==> config.mk <==
export PLATFORM = sky130hd
export DESIGN_NAME = multicycle_ctrl
export DESIGN_NICKNAME = d
export VERILOG_FILES = /design/src/rtl/multicycle_ctrl.sv
export SDC_FILE = /design/constraint.sdc
export NUM_CORES = 1
export LEC_CHECK = 0
export CORE_ASPECT_RATIO = 1.1
export CORE_UTILIZATION = 62
export DETAILED_ROUTE_END_ITERATION = 16
export DONT_BUFFER_PORTS = 1
export PLACE_DENSITY = 0.82
export SYNTH_ARGS = -nofsm -noshare
export SYNTH_HDL_FRONTEND = slang
export SYNTH_SLANG_ARGS = --single-unit
==> constraint.sdc <==
create_clock -name clk -period 2.2 [get_ports clk]
set_clock_uncertainty 0.2 [all_clocks]
set_input_delay 0.44 -clock clk [delete_from_list [all_inputs] [get_ports clk]]
set_output_delay 0.44 -clock clk [all_outputs]
set_load 0.02 [all_outputs]
==> src/rtl/multicycle_ctrl.sv <==
// rtl/multicycle_ctrl.sv - multicycle MIPS-subset control FSM with retired-instruction counter
module multicycle_ctrl (
   input  logic        clk,
   input  logic        reset,
   input  logic [5:0]  opcode,
   input  logic [5:0]  funct,
   input  logic        zero,
   input  logic        mem_ready,
   output logic        pc_write,
   output logic        ir_write,
   output logic        iord,
   output logic        mem_read,
   output logic        mem_write,
   output logic        mem_to_reg,
   output logic        reg_dst,
   output logic        reg_write,
   output logic        alu_src_a,
   output logic        illegal,
   output logic [1:0]  alu_src_b,
   output logic [1:0]  pc_src,
   output logic [2:0]  aluc,
   output logic [3:0]  state,
   output logic [15:0] retired
);

   typedef enum logic [3:0] {
      FETCH    = 4'd0,
      DECODE   = 4'd1,
      MEM_ADDR = 4'd2,
      MEM_RD   = 4'd3,
      MEM_WB   = 4'd4,
      MEM_WR   = 4'd5,
      EXEC_R   = 4'd6,
      R_WB     = 4'd7,
      BRANCH   = 4'd8,
      JUMP     = 4'd9,
      ADDI_EX  = 4'd10,
      ADDI_WB  = 4'd11
   } state_t;

   localparam logic [5:0] OP_RTYPE = 6'b000000;
   localparam logic [5:0] OP_LW    = 6'b100011;
   localparam logic [5:0] OP_SW    = 6'b101011;
   localparam logic [5:0] OP_BEQ   = 6'b000100;
   localparam logic [5:0] OP_J     = 6'b000010;
   localparam logic [5:0] OP_ADDI  = 6'b001000;

   state_t cur;
   state_t nxt;
   logic   retire;
   logic   funct_ok;
   logic [2:0] funct_aluc;

   assign state = cur;

   always_comb begin
      funct_ok   = 1'b1;
      funct_aluc = 3'b010;
      case (funct)
         6'b100000: funct_aluc = 3'b010;
         6'b100010: funct_aluc = 3'b110;
         6'b100100: funct_aluc = 3'b000;
         6'b100101: funct_aluc = 3'b001;
         6'b101010: funct_aluc = 3'b111;
         default:   funct_ok   = 1'b0;
      endcase
   end

   always_comb begin
      nxt = FETCH;
      case (cur)
         FETCH:    nxt = mem_ready ? DECODE : FETCH;
         DECODE: begin
            case (opcode)
               OP_RTYPE:      nxt = EXEC_R;
               OP_LW, OP_SW:  nxt = MEM_ADDR;
               OP_BEQ:        nxt = BRANCH;
               OP_J:          nxt = JUMP;
               OP_ADDI:       nxt = ADDI_EX;
               default:       nxt = FETCH;
            endcase
         end
         MEM_ADDR: nxt = (opcode == OP_LW) ? MEM_RD : MEM_WR;
         MEM_RD:   nxt = mem_ready ? MEM_WB : MEM_RD;
         MEM_WB:   nxt = FETCH;
         MEM_WR:   nxt = mem_ready ? FETCH : MEM_WR;
         EXEC_R:   nxt = funct_ok ? R_WB : FETCH;
         R_WB:     nxt = FETCH;
         BRANCH:   nxt = FETCH;
         JUMP:     nxt = FETCH;
         ADDI_EX:  nxt = ADDI_WB;
         ADDI_WB:  nxt = FETCH;
         default:  nxt = FETCH;
      endcase
   end

   // Illegal exits (DECODE/EXEC_R back to FETCH) never count as retirements.
   always_comb begin
      retire = 1'b0;
      case (cur)
         MEM_WB, R_WB, BRANCH, JUMP, ADDI_WB: retire = 1'b1;
         MEM_WR:  retire = mem_ready;
         default: retire = 1'b0;
      endcase
   end

   always_ff @(posedge clk) begin
      if (reset) begin
         cur     <= FETCH;
         retired <= 16'h0000;
      end else begin
         cur <= nxt;
         if (retire)
            retired <= retired + 16'h0001;
      end
   end

   always_comb begin
      pc_write   = 1'b0;
      ir_write   = 1'b0;
      iord       = 1'b0;
      mem_read   = 1'b0;
      mem_write  = 1'b0;
      mem_to_reg = 1'b0;
      reg_dst    = 1'b0;
      reg_write  = 1'b0;
      alu_src_a  = 1'b0;
      illegal    = 1'b0;
      alu_src_b  = 2'b00;
      pc_src     = 2'b00;
      aluc       = 3'b000;
      case (cur)
         FETCH: begin
            mem_read  = 1'b1;
            alu_src_b = 2'b01;
            aluc      = 3'b010;
            ir_write  = mem_ready;
            pc_write  = mem_ready;
         end
         DECODE: begin
            alu_src_b = 2'b11;
            aluc      = 3'b010;
            case (opcode)
               OP_RTYPE, OP_LW, OP_SW, OP_BEQ, OP_J, OP_ADDI: illegal = 1'b0;
               default: illegal = 1'b1;
            endcase
         end
         MEM_ADDR, ADDI_EX: begin
            alu_src_a = 1'b1;
            alu_src_b = 2'b10;
            aluc      = 3'b010;
         end
         MEM_RD: begin
            mem_read = 1'b1;
            iord     = 1'b1;
         end
         MEM_WB: begin
            reg_write  = 1'b1;
            mem_to_reg = 1'b1;
         end
         MEM_WR: begin
            mem_write = 1'b1;
            iord      = 1'b1;
         end
         EXEC_R: begin
            alu_src_a = 1'b1;
            aluc      = funct_aluc;
            illegal   = ~funct_ok;
         end
         R_WB: begin
            reg_write = 1'b1;
            reg_dst   = 1'b1;
         end
         BRANCH: begin
            alu_src_a = 1'b1;
            aluc      = 3'b110;
            pc_src    = 2'b01;
            pc_write  = zero;
         end
         JUMP: begin
            pc_src   = 2'b10;
            pc_write = 1'b1;
         end
         ADDI_WB: reg_write = 1'b1;
         default: ;
      endcase
      // Reset forces every control output low, whatever the state register holds.
      if (reset) begin
         pc_write   = 1'b0;
         ir_write   = 1'b0;
         iord       = 1'b0;
         mem_read   = 1'b0;
         mem_write  = 1'b0;
         mem_to_reg = 1'b0;
         reg_dst    = 1'b0;
         reg_write  = 1'b0;
         alu_src_a  = 1'b0;
         illegal    = 1'b0;
         alu_src_b  = 2'b00;
         pc_src     = 2'b00;
         aluc       = 3'b000;
      end
   end

endmodule

==> flow_summary.yaml <==
floorplan:
  dieArea_um2: 2540
  rows: 18
  initial_core_util: 0.650
  fp.dieW_um: 48.1
  pin_count: 53
  core_area_um2: 2230
  die_h_um: 52.7
worst_hold_path:
  hp-class: "input pin to flip-flop"
route:
  drt-wirelength-per-cell_um: 17.2
  ant_nets: 0
  first_iter_violations: 43
  vias: 1587
  drt_wl_total_um: 4080
  dr.pass1.iters: 4
  vias_per_cell: 6.70
  drc: 0
layout:
  diodes: 0
  final_common_cell: "buf_4"
  stdcell_area_um2: 1760
  fin_util: 0.788
  multi_input_area_um2: 1020
  instances_no_fill: 237
  seq_area_um2: 408
  fillers: 152
  most-common-layout-cells: "buf_4 (28), a21oi_1 (18), dfxtp_1 (16)"
  area_delta_synth_final_pct: 21.1
  drive_above_1_share: 0.242
  nets: 225
clocking:
  clock_path_buffers: 2
  numClockSinks: 20
  path_clk_slew_ps: 130
  tritoncts: "built"
  cts-buffers-inserted: 3
  htree_num_levels: 1
  clock-root-buffer: "clkbuf_4"
  clk_latency_ps: 320
sta:
  fin_crit_sh: 0.991
  relSlewSlack: 0.605
  rsz0062_at_grt: "yes"
  maxSlewViolCount: 0
  finalHoldViolCount: 0
  fin_crit_ps: 2180
  whs_ps: 66.9
  max_freq_ghz: 0.459
  setup_viol: 0
  worst_pin_slew_ps: 591
setup_path:
  end_kind: "output port"
  criticalPathCategory: "flip-flop to output port"
  arrival_ps: 1540
  worstPathMaxFanout: 5
  crit_required_ps: 1560
  worstSetupStartpointType: "flip-flop"
power_and_ir_drop:
  irDropWorstVdd_uv: 433
  p_leak_uw: 0.000644
  p_total_uw: 755
  power_density_nw_per_um2: 430
synth:
  avgSynthCellArea_um2: 7.67
  synth_cells: 189
  synth-adder-area-share: 0.00863
  synth_ff_type: "dfxtp_1"
  synth_cell_types: 45
  synth_compound_area_frac: 0.248
  synth-async-reset-ratio: 0
  synth_top_area_frac: 0.276
  synth-simple-area-share: 0.355
  synthTopCellsByArea: "dfxtp_1 (28%), a21oi_1 (6.2%), o31ai_1 (5.7%)"
  synthXorXnorAreaFrac: 0.0242
  synth_fp_nets: 206
  synth_area_um2: 1450
  synth_edf_count: 0
  synth_top_family_by_area: "simple AND/OR/NAND/NOR gates"
  synth_area_leader_cell: "dfxtp_1"
  yosysSeqAreaShare: 0.276
  muxShareOfSynthArea: 0.0216
  yosys_warnings: 0
  synth-seq-cells: 20
global_route:
  grt_max_degree: 27
  grtUsageTotal: 0.320
  grt_overflow: 0
  grt_pass1_vias: 1394
  grt_pass1_wl_um: 5780
  antenna_found_initial: 0
run_status:
  outcome: "completed"
job:
  drv_cap: 0
placement:
  hpwl_um: 2830
  postPlaceCellArea_um2: 1630
  gp_congestion: 0.886
  io_buffers: 0
  place_inst: 231
-- Yosys cell counts (all sizes together) (2+ instances only) --
master / number
nor4: 3
nor2: 16
nor3: 13
o31ai: 11
and3: 3
a21o: 2
inv: 4
or4: 10
or3: 5
or2: 3
buf: 5
o21ai: 7
nand4: 5
a21oi: 18
nand2b: 5
dfxtp: 20
o21bai: 3
and4: 3
mux2i: 2
nand2: 7
a32oi: 2
clkbuf: 10
o31a: 3
nand3: 7
xor2: 4
nor2b: 3
-- critical path, cell delays in order (launching register included) --
cell     delay [ps]
dfxtp_2         380
or2_4           290
nor2_2          130
nor4b_4         200
a32o_2          220
-- worst paths after layout --
check	start	slack, ps	depth (start not counted)	endpoint
worst max-delay path	state[2]	20	4	illegal
worst max register to register	state[2]	100	5	retired[7]
worst min-delay path	reset	70	1	retired[14]
worst min register to register	retired[15]	400	2	retired[15]
-- timing repair --
| action | 4_1_cts | 5_1_grt |
|---|---|---|
| setup endpoints to repair | 4 | 6 |
| hold buffers | 1 | 0 |
| pin swaps | 1 | 2 |
| resized for setup | 8 | 9 |
| setup buffers | 0 | 1 |
| hold endpoints to repair | 16 | 0 |
-- sequential cells by signal (all words and copies together), names as in the netlist --
name and count:
retired 16, state 4
-- per-layer routing --
layer,wire length [µm],GRT usage,part of all wire
met1,1540,0.308,0.38
met2,2150,0.610,0.53
met3,230,0.0414,0.056
met4,156,0.176,0.038
met5,0,0,0
-- metrics by stage --
| stage | setup slack [ps] | setup TNS (ps) |
|---|---|---|
| after global placement | 204 | 0 |
| final | 19.7 | 0 |
| after floorplan | 55.4 | 0 |
| after detailed placement | 137 | 0 |
| after CTS | 11.1 | 0 |
| after global routing | -36.4 | -106 |
-- final cells by class --
cell class	count	area share
multi-input combinational	150	0.583
sequential	20	0.232
timing repair buffer	29	0.125
tap	30	0.0214
clock inverter	1	0.0171
clock buffer	3	0.0128
inverter	4	0.00855
-- power by group --
part	leakage [µW]	switching (µW)	internal (µW)
logic	0.000453	51.3	33.0
registers	0.000163	1.91	363
clock network	0.0000279	122	184
total	0.000644	175	580
-- cells by family after synthesis --
logic type,count (synthesis)
AO/OA/AOI/OAI,54
XOR/XNOR,4
AND/OR/NAND/NOR,88
adder cells (fa/ha/maj),1
buffers and inverters,19
multiplexers,3
flip-flops,20
Power figures use the tool's default switching activity.
